File: config.mk
export PLATFORM = sky130hd
export DESIGN_NAME = asteroid_wave_scheduler
export DESIGN_NICKNAME = d
export VERILOG_FILES = /design/src/rtl/game_pkg.sv /design/src/rtl/bcd_score_counter.sv /design/src/rtl/asteroid_wave_scheduler.sv
export SDC_FILE = /design/constraint.sdc
export NUM_CORES = 1
export LEC_CHECK = 0
export CAP_MARGIN = 20
export CORE_UTILIZATION = 53
export CTS_CLUSTER_DIAMETER = 60
export DETAILED_ROUTE_END_ITERATION = 8
export GPL_TIMING_DRIVEN = 0
export PLACE_DENSITY = 0.9
export REMOVE_ABC_BUFFERS = 1
export SYNTH_ARGS = -nofsm -noshare
export SYNTH_HDL_FRONTEND = slang
export SYNTH_SLANG_ARGS = --single-unit
File: constraint.sdc
create_clock -name clk -period 4.74 [get_ports clk]
set_input_delay 0.948 -clock clk [delete_from_list [all_inputs] [get_ports clk]]
set_output_delay 0.948 -clock clk [all_outputs]
set_load 0.01 [all_outputs]
File: src/rtl/game_pkg.sv
// Shared definitions for the asteroid game controller:
// lane count, game state encoding, BCD digit type and a lane popcount helper.
package game_pkg;

    localparam int NUM_LANES = 5;

    typedef enum logic [1:0] {
        S_IDLE = 2'd0,
        S_PLAY = 2'd1,
        S_OVER = 2'd2
    } state_t;

    typedef logic [3:0] bcd_t;

    function automatic logic [2:0] popcnt5(input logic [NUM_LANES-1:0] v);
        logic [2:0] n;
        n = 3'd0;
        for (int i = 0; i < NUM_LANES; i++) begin
            n = n + {2'b00, v[i]};
        end
        return n;
    endfunction

endpackage

File: src/rtl/bcd_score_counter.sv
// Two-digit BCD score accumulator, +0..5 per cycle, saturating at 99.
// Ports: clk, rst_n, i_clr (sync clear), i_en, i_inc (0..5), o_lo/o_hi digits.
module bcd_score_counter
    import game_pkg::*;
(
    input  logic       clk,
    input  logic       rst_n,
    input  logic       i_clr,
    input  logic       i_en,
    input  logic [2:0] i_inc,
    output bcd_t       o_lo,
    output bcd_t       o_hi
);

    bcd_t       r_lo;
    bcd_t       r_hi;
    logic [4:0] w_lo_sum;
    logic       w_carry;

    assign w_lo_sum = {1'b0, r_lo} + {2'b00, i_inc};
    assign w_carry  = (w_lo_sum >= 5'd10);

    always_ff @(posedge clk or negedge rst_n) begin
        if (!rst_n) begin
            r_lo <= 4'd0;
            r_hi <= 4'd0;
        end else if (i_clr) begin
            r_lo <= 4'd0;
            r_hi <= 4'd0;
        end else if (i_en) begin
            // A carry out of the tens digit pins the score at 99.
            if (w_carry && r_hi == 4'd9) begin
                r_lo <= 4'd9;
                r_hi <= 4'd9;
            end else if (w_carry) begin
                r_lo <= 4'(w_lo_sum - 5'd10);
                r_hi <= r_hi + 4'd1;
            end else begin
                r_lo <= w_lo_sum[3:0];
            end
        end
    end

    assign o_lo = r_lo;
    assign o_hi = r_hi;

endmodule

File: src/rtl/asteroid_wave_scheduler.sv
// Game-level controller: IDLE/PLAY/GAME_OVER, paced random lane spawning,
// BCD score, difficulty level and lives. Inputs: tick, start, lane_busy/destroyed/impact.
// Outputs: spawn (one-hot pulse), speed_level, score_lo/hi, lives, playing, game_over.
module asteroid_wave_scheduler
    import game_pkg::*;
#(
    parameter int         SPAWN_BASE  = 90,
    parameter int         SPAWN_STEP  = 10,
    parameter int         SPAWN_MIN   = 20,
    parameter int         LEVEL_STEP  = 5,
    parameter int         START_LIVES = 3,
    parameter logic [7:0] LFSR_SEED   = 8'hA5
) (
    input  logic                 clk,
    input  logic                 rst_n,
    input  logic                 tick,
    input  logic                 start,
    input  logic [NUM_LANES-1:0] lane_busy,
    input  logic [NUM_LANES-1:0] lane_destroyed,
    input  logic [NUM_LANES-1:0] lane_impact,
    output logic [NUM_LANES-1:0] spawn,
    output logic [2:0]           speed_level,
    output logic [3:0]           score_lo,
    output logic [3:0]           score_hi,
    output logic [1:0]           lives,
    output logic                 playing,
    output logic                 game_over
);

    localparam int TW = $clog2(SPAWN_BASE + 2);

    state_t               r_state;
    state_t               w_state_nxt;
    logic [NUM_LANES-1:0] r_spawn;
    logic [2:0]           r_level;
    logic [1:0]           r_lives;
    logic [TW-1:0]        r_timer;
    logic [3:0]           r_kills;
    logic [7:0]           r_lfsr;
    logic                 r_playing;
    logic                 r_over;

    logic                 w_in_play;
    logic                 w_start_game;
    logic [2:0]           w_kill_inc;
    logic [2:0]           w_hit;
    logic [1:0]           w_lives_nxt;
    logic [3:0]           w_ksum;
    logic [TW-1:0]        w_interval;
    logic [TW-1:0]        w_tnext;
    logic                 w_attempt;
    logic                 w_fb;
    logic [2:0]           w_cand;
    logic [3:0]           w_idx;
    logic                 w_found;
    logic [NUM_LANES-1:0] w_pick;

    assign w_in_play    = (r_state == S_PLAY);
    assign w_start_game = start && !w_in_play;
    assign w_kill_inc   = popcnt5(lane_destroyed);
    // A lane destroyed in the same cycle it impacts is not a lost life.
    assign w_hit        = popcnt5(lane_impact & ~lane_destroyed);
    assign w_lives_nxt  = (w_hit >= {1'b0, r_lives}) ? 2'd0 : r_lives - w_hit[1:0];
    assign w_ksum       = r_kills + {1'b0, w_kill_inc};
    assign w_tnext      = r_timer + TW'(1);
    assign w_fb         = r_lfsr[7] ^ r_lfsr[5] ^ r_lfsr[4] ^ r_lfsr[3];
    assign w_cand       = (r_lfsr[2:0] >= 3'd5) ? r_lfsr[2:0] - 3'd5 : r_lfsr[2:0];

    always_comb begin
        if (int'(r_level) * SPAWN_STEP >= SPAWN_BASE - SPAWN_MIN)
            w_interval = TW'(SPAWN_MIN);
        else
            w_interval = TW'(SPAWN_BASE - int'(r_level) * SPAWN_STEP);
    end

    // Comparing the post-increment value makes the Nth tick the expiring one;
    // a blocked attempt leaves the timer alone so every later tick retries.
    assign w_attempt = w_in_play && tick && (w_tnext >= w_interval);

    always_comb begin
        w_found = 1'b0;
        w_pick  = '0;
        w_idx   = 4'd0;
        for (int k = 0; k < NUM_LANES; k++) begin
            w_idx = {1'b0, w_cand} + 4'(k);
            if (w_idx >= 4'(NUM_LANES))
                w_idx = w_idx - 4'(NUM_LANES);
            if (!w_found && !lane_busy[w_idx[2:0]]) begin
                w_found              = 1'b1;
                w_pick[w_idx[2:0]]   = 1'b1;
            end
        end
    end

    always_ff @(posedge clk or negedge rst_n) begin
        if (!rst_n) r_state <= S_IDLE;
        else        r_state <= w_state_nxt;
    end

    always_comb begin
        w_state_nxt = r_state;
        unique case (r_state)
            S_IDLE:  if (start) w_state_nxt = S_PLAY;
            S_PLAY:  if (w_lives_nxt == 2'd0) w_state_nxt = S_OVER;
            S_OVER:  if (start) w_state_nxt = S_PLAY;
            default: w_state_nxt = S_IDLE;
        endcase
    end

    always_ff @(posedge clk or negedge rst_n) begin
        if (!rst_n) begin
            r_spawn   <= '0;
            r_level   <= 3'd0;
            r_lives   <= 2'(START_LIVES);
            r_timer   <= '0;
            r_kills   <= 4'd0;
            r_lfsr    <= LFSR_SEED;
            r_playing <= 1'b0;
            r_over    <= 1'b0;
        end else begin
            r_spawn   <= '0;
            r_playing <= (w_state_nxt == S_PLAY);
            r_over    <= (w_state_nxt == S_OVER);
            if (w_start_game) begin
                r_level <= 3'd0;
                r_kills <= 4'd0;
                r_timer <= '0;
                r_lives <= 2'(START_LIVES);
            end else if (w_in_play) begin
                r_lfsr  <= {r_lfsr[6:0], w_fb};
                r_lives <= w_lives_nxt;
                if (w_ksum >= 4'(LEVEL_STEP)) begin
                    r_kills <= w_ksum - 4'(LEVEL_STEP);
                    if (r_level != 3'd7)
                        r_level <= r_level + 3'd1;
                end else begin
                    r_kills <= w_ksum;
                end
                if (w_attempt) begin
                    if (w_found) begin
                        r_timer <= '0;
                        // No launch on the edge that ends the game.
                        if (w_lives_nxt != 2'd0)
                            r_spawn <= w_pick;
                    end
                end else if (tick) begin
                    r_timer <= w_tnext;
                end
            end
        end
    end

    bcd_score_counter u_score (
        .clk   (clk),
        .rst_n (rst_n),
        .i_clr (w_start_game),
        .i_en  (w_in_play),
        .i_inc (w_kill_inc),
        .o_lo  (score_lo),
        .o_hi  (score_hi)
    );

    assign spawn       = r_spawn;
    assign speed_level = r_level;
    assign lives       = r_lives;
    assign playing     = r_playing;
    assign game_over   = r_over;

endmodule

Word level (Yosys, flattened, before mapping)
Cells that the tools add are included.
- add/sub/neg operators: 27
- divide/modulo/power cells: 0
- multipliers: 1
- equal/unequal tests: 7
- shifts and indexed selects: 0
- reductions and logical operators: 34
- bitwise operators: 10
- order comparisons: 21
- muxes and demuxes: 68
- operator list (operator ; number):
    $mux 5 ; 10
    $mux 4 ; 11
    $mux 7 ; 6
    $ge 32x8->1 const B ; 1
    $mux 3 ; 10
    $ge 4x3->1 const B ; 5
    $lt 3x4->1 const B ; 5
    $or 5x5->5 ; 4
    $sub 3x3->3 const B ; 6
    $bmux 1 s3 ; 5
    $demux 1 s3 ; 5
    $ge 3x1->1 const B ; 5
    $mux 1 ; 15
    $logic_and 1x1->1 ; 13
    $add 3x1->3 ; 4
    $mux 2 ; 5
    $add 3x2->4 const B ; 2
    $logic_not 1->1 ; 8
    $reduce_bool 2->1 ; 4
    $add 7x1->7 const B ; 1
    $ge 7x7->1 ; 1
    $sub 7x7->7 const A ; 1
    $add 2x1->3 ; 2
    $ge 3x3->1 const B ; 2
    other kinds (28) ; 37
- memories kept: 0
- RAM bits: 0
- word-level logic and storage cells: 179
- register bits after elaboration: 41
- bits in latches: 0
- memory bits (read-only): 0
- output and inout port bits: 20
- input bits: 19

Depth between registers and ports, before layout
- depth in word-level cells: 24
- depth in mapped cells: 19
- mapped depth without buffers: 17

Hierarchy
A second synthesis with hierarchy kept.
- cells, all modules: 509
- area, all modules: 4215.3 um2
- by module, submodules not included (module ; times used ; seq. area each (um2) ; area an instance (um2) ; cells an instance):
    asteroid_wave_scheduler ; 1 ; 833.3 ; 3617.2 ; 445
    bcd_score_counter ; 1 ; 200.2 ; 598.1 ; 64

Worst setup path before layout
No wires, ideal clock.
- kind: register to register
- start point: reg r_lfsr[0]
- end point: reg r_spawn[3], in the netlist spawn[3]
- path slack: 0.301 ns
- setup time: 0.083 ns
- data required time: 4.657 ns
- clock period less this slack: 4.439 ns
- buffers on the path: 4
- arrival: 4.356 ns
- cell stages (with the launch flop): 17
- cells stage by stage: dfstp_2 > buf_6 > inv_1 > ha_1 > a211oi_1 > buf_2 > ha_1 > clkbuf_1 > a21oi_1 > mux2_4 > o221a_1 > a221o_1 > a211o_1 > or3_1 > buf_2 > or3_1 > a31oi_1
- word-level cells in the longest chain between the ends: 24
- elaborated cells between the ends (all ways): 87
- classes of those cells: add/sub: 10; order compare: 16; mux: 41; bitwise: 4; reduce/logical: 16
- RTL lines (what ; line ; text):
    from (decl) ; asteroid_wave_scheduler.sv:39 ; logic [7:0] r_lfsr;
    from (signal assigned) ; asteroid_wave_scheduler.sv:130 ; r_lfsr <= {r_lfsr[6:0], w_fb};
    $sub 3x3->3 / $ge 3x3->1 (equally long branches) ; asteroid_wave_scheduler.sv:67 ; assign w_cand = (r_lfsr[2:0] >= 3'd5) ? r_lfsr[2:0] - 3'd5 : r_lfsr[2:0];
    $mux 3 * ; asteroid_wave_scheduler.sv:67 ;
    branches (longest 18 deep; another with $add 3x1->4) ; - ;
    $mux 5 * ; asteroid_wave_scheduler.sv:140 ; if (w_found) begin
    $mux 5 * ; asteroid_wave_scheduler.sv:139 ; if (w_attempt) begin
    $mux 5 * ; asteroid_wave_scheduler.sv:129 ; end else if (w_in_play) begin
    $mux 5 * ; asteroid_wave_scheduler.sv:124 ; if (w_start_game) begin
    to (signal assigned) ; asteroid_wave_scheduler.sv:144 ; r_spawn <= w_pick;
    to (decl) ; asteroid_wave_scheduler.sv:34 ; logic [NUM_LANES-1:0] r_spawn;
Mark *: on every way between the ends. The select of a mux whose other input is x is not followed.
A chain may end at the register's enable or synchronous reset.

Worst setup path after layout
Same ends and word-level chain as after synthesis.

==> impl_results.rst <==
.. list-table::
   :header-rows: 1

   * - Metric
     - Value
   * - Run status
     - finished, final reports clean
   * - NumNets Final
     - 608
   * - Relative area change from synthesis to final layout
     - 16.4%
   * - Number of buffers created by CTS
     - 5
   * - Asr flop ratio synth
     - 1.00
   * - Cells after Synth
     - 510
   * - Die outline width
     - 90.5 um
   * - Clock Path Buffers
     - 2
   * - Number of sinks driven by the clock tree
     - 41
   * - Most common library cell in the layout ignoring fill and taps
     - nand2_1
   * - Detailed placement HPWL
     - 7.53 mm
   * - Worst setup EP type
     - flop
   * - GRT Total Usage
     - 0.252
   * - Final setup violating endpoints
     - 0
   * - Kind of critical path
     - flop to flop
   * - Critical path data arrival time
     - 4770 ps
   * - Pin count of the biggest net entering global routing
     - 42
   * - Total standard cell area after synthesis
     - 4150 um2
   * - Share of total power consumed by net switching
     - 0.397
   * - Prevailing post-synth register cell
     - dfrtp_1
   * - Switching component of the power
     - 671 uW
   * - Diode count
     - 0
   * - VDD IR max
     - 0.184 mV
   * - Leak Pwr
     - 0.00217 uW
   * - Post-synthesis sequential area ratio
     - 0.249
   * - Clock latency on the worst-skew pair
     - 300 ps
   * - Transition time at the pin with the least slew margin
     - 1070 ps
   * - Hold Slack
     - 485 ps
   * - DRT met1 WL
     - 4.41 mm
   * - Average vias per placed instance
     - 6.33
   * - DRC violation count after routing
     - 0
   * - Total placed instance area
     - 4560 um2
   * - Global-route wire length before repair
     - 17.2 mm
   * - Antenna violations before repair
     - 0
   * - Relative contribution of the clock network to total power
     - 0.201
   * - Final worst-path cycle share
     - 0.959
   * - Met3 layer wire length in the routed design
     - 632 um
   * - Maximum fanout along the worst path
     - 10
   * - Clock tree from TritonCTS
     - done
   * - Maxcap violations
     - 0
   * - IO Pins
     - 39
   * - Synthesized area per cell
     - 8.14 um2
   * - First-iteration detailed-routing DRC count
     - 241
   * - Maximum level of the CTS H-tree
     - 2
   * - Final sum of negative setup slack
     - 0 ps
   * - Top routing layer in use
     - met4
   * - Share of power burned in combinational logic
     - 0.510
   * - Final hold violations
     - 0
   * - Distinct cell type count of the synthesized netlist
     - 73
   * - Final antenna-violating net count
     - 0
   * - Total Die Area
     - 8190 um2
   * - Sum of met2 wire segment lengths after detailed routing
     - 5.09 mm
   * - Final slew viol count
     - 0
   * - Fmax
     - 220 MHz
   * - Average wire per cell in the routed design
     - 16.2 um
   * - Category of the worst setup path launch point
     - flop
   * - Fraction of the core area covered by cells at the end of the flow
     - 0.652
   * - Class of the worst hold path
     - flop to flop
   * - Drt first pass iters
     - 5
   * - Quantity of hold-fixing buffers added after cts
     - 0
   * - Die Y
     - 90.5 um
   * - Total congestion overflow
     - 0
   * - I/O Buffers
     - 38
   * - Fraction of final layout cells with drive strength greater than 1
     - 0.114
   * - Shortest clock period the worst path allows after layout
     - 4540 ps
   * - Via Count
     - 4,064
   * - Data required time of the worst path
     - 4960 ps
   * - Seq pwr share
     - 0.289
   * - Worst Clk Skew
     - 10.7 ps
   * - Power density normalized to cell area
     - 350 nW/um2
   * - Number of synthesized flops with an enable pin
     - 0
   * - Number of register bits inferred by synthesis
     - 41
   * - Routability-driven placement congestion ratio
     - 0.966
   * - Number of global-route vias before repair
     - 3,765
   * - Initial cell density of the core
     - 0.560
   * - Post-detailed-routing wire length
     - 10.4 mm
   * - Number of warnings printed during yosys synthesis
     - 0
   * - Buffer type at the clock tree root
     - clkbuf_8
   * - Clock edge transition at the registers on the reported setup and hold paths
     - 90 ps
   * - Worst max-slew margin expressed relative to the limit
     - 0.290
   * - Final cell area excluding filler cells
     - 4830 um2
   * - Core area
     - 7410 um2
   * - Most used cells in the layout excluding fill and tap cells
     - nand2_1, nor2_1, clkdlybuf4s50_1
   * - Int Power
     - 1020 uW
   * - Number of placement rows
     - 31
   * - Total power
     - 1690 uW
==> layer usage <==
metal,track usage,up-vias
li1,-,1913
met1,0.326,1916
met2,0.441,199
met4,0.0833,0
met5,0,-
met3,0.0210,36
==> area by class of cell <==
| class | instances | area (um2) |
|---|---|---|
| clock inverters | 3 | 68.8 |
| repair buffers | 48 | 450 |
| well taps | 99 | 124 |
| multi-input cells | 409 | 2940 |
| inverters | 37 | 143 |
| fillers | 566 | 2580 |
| clock buffers | 5 | 68.8 |
| flip-flops and latches | 41 | 1030 |
==> cell usage after synthesis (3+ instances only) <==
| cell | n | area [um2] |
|---|---|---|
| o22ai_1 | 7 | 43.8 |
| a31o_2 | 4 | 35.0 |
| a31oi_1 | 7 | 43.8 |
| nand3b_1 | 4 | 30.0 |
| nand3_1 | 22 | 110 |
| and2_1 | 4 | 25.0 |
| a211o_1 | 5 | 43.8 |
| a21o_1 | 10 | 75.1 |
| nand2_1 | 55 | 206 |
| dfstp_2 | 6 | 158 |
| clkbuf_1 | 17 | 63.8 |
| xor2_1 | 4 | 35.0 |
| fa_1 | 8 | 160 |
| nor2b_1 | 6 | 37.5 |
| o32ai_1 | 3 | 26.3 |
| o2bb2ai_1 | 4 | 35.0 |
| o31ai_1 | 4 | 30.0 |
| a21oi_1 | 33 | 165 |
| o21ai_0 | 27 | 135 |
| or3_1 | 5 | 31.3 |
| buf_2 | 3 | 15.0 |
| nand4_1 | 4 | 25.0 |
| or2_2 | 5 | 31.3 |
| o22a_1 | 3 | 26.3 |
| dfrtp_1 | 35 | 876 |
| o221a_2 | 5 | 56.3 |
| a211oi_1 | 3 | 22.5 |
| nor2_1 | 40 | 150 |
| a22oi_1 | 4 | 30.0 |
| nand2b_1 | 10 | 62.6 |
| mux2i_1 | 12 | 120 |
| ha_1 | 39 | 488 |
| nor3_1 | 14 | 70.1 |
| xnor2_1 | 12 | 105 |
| a32oi_1 | 4 | 35.0 |
| inv_1 | 35 | 131 |
==> critical path, stage by stage (launching register included) <==
cell and delay [ps]:
dfstp_2 600, inv_1 80, ha_1 340, a211oi_4 280, buf_4 230, inv_1 120, ha_1 300, or3b_2 510
a32oi_1 220, o22ai_1 110, a31o_2 300, a211o_1 360, or3_4 470, or3_1 380, a31oi_1 160
==> final timing paths <==
check	from	to	slack (ps)	cells after the start
max	r_lfsr[0]	spawn[3]	200	14
min	r_lfsr[6]	r_lfsr[6]	480	2
max reg2reg	r_lfsr[0]	spawn[3]	200	14
min reg2reg	r_lfsr[6]	r_lfsr[6]	480	2
max in group asynchronous	rst_n	speed_level[0]	3400	1
min in group asynchronous	rst_n	u_score.o_lo[0]	770	1
==> logic make-up after synthesis <==
logic type,after synthesis,synth area share
XOR/XNOR,16,0.0338
multiplexers,14,0.0353
adder cells (fa/ha/maj),47,0.156
flip-flops,41,0.249
AND/OR/NAND/NOR,181,0.211
AO/OA/AOI/OAI,151,0.256
buffers and inverters,60,0.0588
==> what timing repair did <==
| action | in CTS | in global routing |
|---|---|---|
| setup endpoints to repair | 14 | 16 |
| buffers inserted | 0 | 8 |
| pin swaps | 1 | 5 |
| resized for setup | 8 | 8 |
| hold endpoints to repair | 0 | 0 |
==> through the flow <==
step	std cells	setup WS, ps
floorplan	487	-306
global placement	624	-1230
detailed placement	625	-379
CTS	633	13.1
global route	642	-7.89
finish	642	196
==> power by group through the flow <==
stage                     registers [uW]  logic, uW  clock network, uW
after floorplan                      493        549                  0
after global placement               485        757                  0
after detailed placement             492        804                  0
after CTS                            486        819                345
after global routing                 498        964                358
final                                488        862                340
==> sequential cells by signal, summed over array words and instances (netlist names) <==
register      flops
r_kills           4
lives             2
r_state           2
u_score.o_hi      4
game_over         1
r_lfsr            8
playing           1
r_timer           7
u_score.o_lo      4
spawn             5
speed_level       3
Power figures use the tool's default switching activity.
